==> config.mk <==
export PLATFORM = sky130hd
export DESIGN_NAME = alu_op_issuer
export DESIGN_NICKNAME = d
export VERILOG_FILES = /design/src/rtl/alu_op_issuer.sv
export SDC_FILE = /design/constraint.sdc
export NUM_CORES = 1
export LEC_CHECK = 0
export CORE_MARGIN = 4
export CORE_UTILIZATION = 56
export CTS_CLUSTER_SIZE = 8
export DETAILED_ROUTE_END_ITERATION = 10
export DONT_BUFFER_PORTS = 1
export PLACE_DENSITY = 0.74
export SLEW_MARGIN = 20
export SYNTH_ARGS = -nofsm -noshare
export SYNTH_HDL_FRONTEND = slang
export SYNTH_SLANG_ARGS = --single-unit
==> constraint.sdc <==
create_clock -name clk_i -period 1.9 [get_ports clk_i]
set_input_delay 0.38 -clock clk_i [delete_from_list [all_inputs] [get_ports clk_i]]
set_output_delay 0.38 -clock clk_i [all_outputs]
set_load 0.01 [all_outputs]
==> src/rtl/alu_op_issuer.sv <==
// Request FIFO plus issue sequencer feeding an ALU: replays each buffered op as one
// full-operand beat or two split beats, then pulses res_strobe_o when the ALU result is valid.
module alu_op_issuer #(
  parameter int DW      = 8,
  parameter int CW      = 4,
  parameter int DEPTH   = 4,
  parameter int STD_LAT = 1,
  parameter int MUL_LAT = 2
) (
  input  logic                    clk_i,
  input  logic                    rst_ni,
  input  logic                    in_valid_i,
  output logic                    in_ready_o,
  input  logic [DW-1:0]           in_opa_i,
  input  logic [DW-1:0]           in_opb_i,
  input  logic [CW-1:0]           in_cmd_i,
  input  logic                    in_mode_i,
  input  logic                    in_cin_i,
  input  logic                    in_split_i,
  output logic [DW-1:0]           opa_o,
  output logic [DW-1:0]           opb_o,
  output logic [CW-1:0]           cmd_o,
  output logic                    mode_o,
  output logic                    cin_o,
  output logic                    ce_o,
  output logic [1:0]              inp_valid_o,
  output logic                    res_strobe_o,
  output logic                    busy_o,
  output logic [$clog2(DEPTH):0]  fifo_cnt_o
);

  localparam int PTR_W   = $clog2(DEPTH);
  localparam int MAX_LAT = (MUL_LAT > STD_LAT) ? MUL_LAT : STD_LAT;
  localparam int LAT_W   = $clog2(MAX_LAT + 1);
  localparam logic [PTR_W:0] FULL_CNT = (PTR_W+1)'(DEPTH);

  typedef enum logic [2:0] {
    S_IDLE,
    S_ISSUE,
    S_SPLIT_A,
    S_SPLIT_B,
    S_WAIT
  } state_e;

  typedef struct packed {
    logic [DW-1:0] opa;
    logic [DW-1:0] opb;
    logic [CW-1:0] cmd;
    logic          mode;
    logic          cin;
    logic          split;
  } req_t;

  // ---------------------------------------------------------------- request FIFO
  req_t             mem_q [DEPTH];
  logic [PTR_W-1:0] wr_ptr_q, rd_ptr_q;
  logic [PTR_W:0]   cnt_q;
  logic             push, pop;
  req_t             in_req, head;

  assign in_req = '{opa: in_opa_i, opb: in_opb_i, cmd: in_cmd_i,
                    mode: in_mode_i, cin: in_cin_i, split: in_split_i};
  assign in_ready_o = (cnt_q != FULL_CNT);
  assign push       = in_valid_i & in_ready_o;
  assign head       = mem_q[rd_ptr_q];
  assign fifo_cnt_o = cnt_q;

  // NOTE: the storage array has no reset; pointers and count gate every read.
  always_ff @(posedge clk_i) begin
    if (push) mem_q[wr_ptr_q] <= in_req;
  end

  always_ff @(posedge clk_i or negedge rst_ni) begin
    if (!rst_ni) begin
      wr_ptr_q <= '0;
      rd_ptr_q <= '0;
      cnt_q    <= '0;
    end else begin
      if (push) wr_ptr_q <= wr_ptr_q + PTR_W'(1);
      if (pop)  rd_ptr_q <= rd_ptr_q + PTR_W'(1);
      case ({push, pop})
        2'b10:   cnt_q <= cnt_q + (PTR_W+1)'(1);
        2'b01:   cnt_q <= cnt_q - (PTR_W+1)'(1);
        default: cnt_q <= cnt_q;
      endcase
    end
  end

  // ---------------------------------------------------------------- sequencer
  state_e           state_q, state_d;
  logic [LAT_W-1:0] wcnt_q, wcnt_d;
  logic [DW-1:0]    opa_q, opa_d, opb_q, opb_d;
  logic [CW-1:0]    cmd_q, cmd_d;
  logic             mode_q, mode_d, cin_q, cin_d, ce_q, ce_d, strobe_q, strobe_d;
  logic [1:0]       iv_q, iv_d;
  logic             head_is_mul;
  logic [LAT_W-1:0] head_lat_m1;

  assign head_is_mul = head.mode && ((head.cmd == CW'(9)) || (head.cmd == CW'(10)));
  // wcnt counts the WAIT cycles still to come after the current one; the strobe
  // lands on the LAT-th cycle after the final issue beat.
  assign head_lat_m1 = head_is_mul ? LAT_W'(MUL_LAT - 1) : LAT_W'(STD_LAT - 1);

  // NOTE: every signal assigned below gets a default first, so no latch can be inferred.
  always_comb begin
    state_d  = state_q;
    wcnt_d   = wcnt_q;
    opa_d    = opa_q;
    opb_d    = opb_q;
    cmd_d    = cmd_q;
    mode_d   = mode_q;
    cin_d    = cin_q;
    ce_d     = 1'b0;
    iv_d     = 2'b00;
    strobe_d = 1'b0;
    pop      = 1'b0;
    case (state_q)
      S_IDLE: begin
        if (cnt_q != '0) begin
          opa_d  = head.opa;
          cmd_d  = head.cmd;
          mode_d = head.mode;
          cin_d  = head.cin;
          ce_d   = 1'b1;
          if (head.split) begin
            state_d = S_SPLIT_A;
            iv_d    = 2'b01;
          end else begin
            state_d = S_ISSUE;
            opb_d   = head.opb;
            iv_d    = 2'b11;
          end
        end
      end
      S_SPLIT_A: begin
        state_d = S_SPLIT_B;
        opb_d   = head.opb;
        ce_d    = 1'b1;
        iv_d    = 2'b10;
      end
      S_ISSUE, S_SPLIT_B: begin
        pop      = 1'b1;
        state_d  = S_WAIT;
        wcnt_d   = head_lat_m1;
        strobe_d = (head_lat_m1 == '0);
      end
      S_WAIT: begin
        if (wcnt_q == '0) begin
          state_d = S_IDLE;
        end else begin
          wcnt_d   = wcnt_q - LAT_W'(1);
          strobe_d = (wcnt_q == LAT_W'(1));
        end
      end
      default: state_d = S_IDLE;
    endcase
  end

  // NOTE: sequential state uses non-blocking assignments only.
  always_ff @(posedge clk_i or negedge rst_ni) begin
    if (!rst_ni) begin
      state_q  <= S_IDLE;
      wcnt_q   <= '0;
      opa_q    <= '0;
      opb_q    <= '0;
      cmd_q    <= '0;
      mode_q   <= 1'b0;
      cin_q    <= 1'b0;
      ce_q     <= 1'b0;
      iv_q     <= 2'b00;
      strobe_q <= 1'b0;
    end else begin
      state_q  <= state_d;
      wcnt_q   <= wcnt_d;
      opa_q    <= opa_d;
      opb_q    <= opb_d;
      cmd_q    <= cmd_d;
      mode_q   <= mode_d;
      cin_q    <= cin_d;
      ce_q     <= ce_d;
      iv_q     <= iv_d;
      strobe_q <= strobe_d;
    end
  end

  assign opa_o        = opa_q;
  assign opb_o        = opb_q;
  assign cmd_o        = cmd_q;
  assign mode_o       = mode_q;
  assign cin_o        = cin_q;
  assign ce_o         = ce_q;
  assign inp_valid_o  = iv_q;
  assign res_strobe_o = strobe_q;
  assign busy_o       = (state_q != S_IDLE);

endmodule

==> results by stage <==
Yosys:
- The number of cells produced by synthesis is about 240.
- The synthesized area per cell is 20.72 um2.
- Synthesis instantiated 32 different standard cells from the library.
- The netlist area before placement is 5036 um2.
- The net count of the mapped netlist is approximately 280.
- The number of enable flip-flop cells after synthesis is 92.
- After synthesis, the cell types taking the most area are edfxtp_1 (55%), dfrtp_1 (19%), mux4_1 (5.7%), mux4_2 (5.4%), mux2_2 (5.1%).
- Yosys printed 0 warnings.
- Synthesis inferred 130 register bits.
- The sequential cell area fraction in the yosys report is 0.7374.
- Of the post-synthesis cell area, the dominant cell type holds 0.5486.
- For this run, asynchronously set or reset flops after synthesis account for 0.2923.
- The most instantiated flip-flop cell in the synthesis netlist is edfxtp_1.
- The largest total area in the synthesized netlist belongs to edfxtp_1.

Critical path:
- The arrival time at the worst endpoint is roughly 2.3 ns.
- The endpoint type of the worst setup path is a flip-flop.
- The worst setup path is of the flip-flop to flip-flop kind.
- The startpoint kind of the worst setup timing path is a flip-flop.
- The reg-to-reg startpoint is fifo_cnt_o[1].
- Tracing the worst setup path back leads to its startpoint at fifo_cnt_o[1].
- The worst path required time is about 2.3 ns.
- In this run the worst path has a maximum fanout of 3.
- The end of the critical path is fifo_cnt_o[2].
- The slack of the worst reg-to-reg path is ~0.065 ns.
- For the worst flop-to-flop path, the logic depth is 10.
- The worst flop-to-flop path endpoint is fifo_cnt_o[2].

Floorplanning:
- For this design the top-level I/O count stands at 57.
- The initial utilization of the core area, before any placement, comes to 0.5775.
- The height of the die is approximately 100 um.
- The region available for standard cell placement spans around 8700 um2.
- The floorplan step set the die width to slightly above 100 um.
- The floorplan die area is 10,570 um2.
- The floorplan has 34 rows.

Routing:
- For this run, design rule violations remaining after detail routing come to 0.
- The count of antenna-violating nets left after detailed routing is 0.
- After detailed routing, the average wire length per cell comes to ~20 um.
- The vias after detailed routing is ~2,400.
- For this block, the routed nets add up to roughly 8600 um of wire.
- The detailed-router iteration count before antenna repair is 4.
- Dividing the detail-routed via count by the number of cells gives about 5.7.
- The first routing iteration left 149 violations.

GRT:
- For this run the aggregate overflow at the end of global routing stands at 0.
- For met2 alone, demand over resource in global routing was 0.2885.
- Entering global routing, the biggest net connects 39 pins.
- The total global routing track utilization is 0.1830.
- The number of global-route vias before repair is around 2,500.
- The met3 routing resource usage after global routing is 0.05616.
- The initial antenna violation count was 0.
- met2 is the most crowded layer.
- The first-pass GRT wire length is about 14,000 um.
- The met1 usage is 0.2424.

Clock tree:
- The clock buffer count from CTS is 17.
- The post-CTS setup repair buffer count is 0.
- The number of buffers on the longest clock path is 2.
- The root buffer cell chosen for the clock tree is clkbuf_8.
- The register clock-pin slew on the reported worst setup and hold paths is 0.06 ns.
- The number of sinks on the clock net is 130.
- The number of H-tree levels is 4.
- TritonCTS built the clock tree.
- The insertion delay of the later-clocked pin in the worst-skew pair is slightly above 0.5 ns.

Pwr:
- The maximum resistive drop on vdd is just over 1 mV.
- Power comes to 10,580 uW.
- For this design the static power due to leakage is 0.002280 uW.
- The power density over cell area is approximately 1700 nW/um2.

Finish:
- At the end of the flow the core is filled with cells to 0.7039.
- The library cells used most frequently in the layout, excluding fill and tap cells, are edfxtp_1 (92), dfrtp_1 (35), dlygate4sd3_1 (24), mux2_2 (23).
- The area growth from synthesis to layout is 21.89%.
- Leaving out filler cells and counting taps, the final layout contains roughly 420.
- The total number of nets in the final design is 335.
- The fraction of final layout cells with drive strength greater than 1 is 0.3089.
- The most common cell after layout, fill and taps aside is edfxtp_1.
- 0 antenna diodes ended up in the layout.

STA:
- The pin slew with the least headroom to its limit is approximately 0.36 ns.
- The final-report max-slew violation count is 0.
- For the final routed database, the setup TNS stands at 0 ns.
- Setup repair after global routing could not meet its margin everywhere.
- The final count of hold timing violations was 0.
- The clock skew is approximately 0.014 ns.
- The part of the cycle the worst path needs is 0.9657.
- The normalized max-slew margin is 0.7605.
- The smallest clock period supported by the final layout is computed as 1.835 ns.
- The maximum achievable frequency is roughly 540 MHz.
- Setup violations remaining at the end of the flow were counted as 0.

Placed design:
- The number of placed instances with taps included is 365.
- At the end of routability-driven placement, the weighted congestion stood at between 0.8 and 0.9.
- The HPWL reported at the end of detailed placement is ~5300 um.
- The count of buffers added on input and output ports is 0.

Run:
- Across the run, the number of max-cap violations was 0.

Min path:
- The path category of the worst min-delay check is input pin to flip-flop.
- In this run the most critical hold path is launched from in_valid_i.

Outcome:
- The run finished with clean final reports.
==> cell usage after synthesis, types with 2 or more instances <==
library cell	number
and3_1	5
buf_6	3
clkbuf_8	2
dfrtp_1	38
edfxtp_1	92
ha_1	7
inv_1	12
mux2_2	23
mux4_1	11
mux4_2	12
nand2_1	6
nor2_1	4
o21ai_0	3
xnor2_1	5
xor2_1	3
==> power by group <==
group,internal [uW],switching [uW]
registers,3930,526
clock network,1740,1200
logic,1680,1500
==> sequential cells by signal, summed over array words and instances, names as in the netlist <==
register	flops
opa_o	8
mode_o	1
state_q	3
wr_ptr_q	2
ce_o	1
wcnt_q	2
cmd_o	4
inp_valid_o	2
rd_ptr_q	2
fifo_cnt_o	3
res_strobe_o	1
opb_o	8
cin_o	1
mem_q	92
==> worst min-delay path by stage <==
| stage | endpoint | depth (start not counted) |
|---|---|---|
| after global routing | wr_ptr_q[0] | 2 |
| after CTS | wr_ptr_q[0] | 2 |
| after global placement | inp_valid_o[1] | 0 |
| after detailed placement | inp_valid_o[1] | 0 |
| after floorplan | ce_o | 0 |
| final | wr_ptr_q[0] | 2 |
==> final cells by class <==
type,count,area (um2)
clock inverters,15,132.6
inverters,12,47.55
multi-input cells,95,1231
well taps,108,135.1
flip-flops and latches,130,3717
clock buffers,17,414.1
repair buffers,45,460.4
fillers,522,2582
==> kinds of logic (layout without fill, tap and decap cells) <==
logic type	after synthesis	after routing	synth area share
AOI/OAI and AO/OA	10	10	0.01814
xor gates and xnor gates	8	8	0.01391
adders and majority gates	8	8	0.02137
buffers and inverters	18	89	0.02211
DFF	130	130	0.7374
muxes	47	47	0.1645
and+or+nand+nor	22	22	0.02261
==> critical path: stages, from the launching register on <==
cell	delay [ns]
dfrtp_2	0.42
inv_4	0.08
nand3_4	0.07
and2_4	0.15
inv_1	0.06
ha_2	0.18
inv_1	0.06
fa_2	0.33
xor2_1	0.14
nor2_1	0.12
xor2_1	0.15
==> routing by layer <==
metal / wire length (um) / vias to the layer above
met5: 0 / -
met4: 85 / 0
met3: 474 / 8
met2: 4353 / 69
met1: 3676 / 1230
li1: - / 1079
==> stage by stage <==
step,hold slack (ns),worst slack (ns),area [um2]
finish,0.1270,0.06509,6138
global route,0.1092,-0.01067,6138
CTS,0.1031,0.01933,6135
detailed placement,0.08577,0.03762,5328
global placement,0.08560,0.1106,5328
floorplan,0.08441,0.03303,5059
==> what timing repair did <==
item,CTS,global route
gates resized for setup,0,2
setup endpoints to repair,0,2
hold buffers,25,0
hold endpoints to repair,130,0
Power figures use the tool's default switching activity.
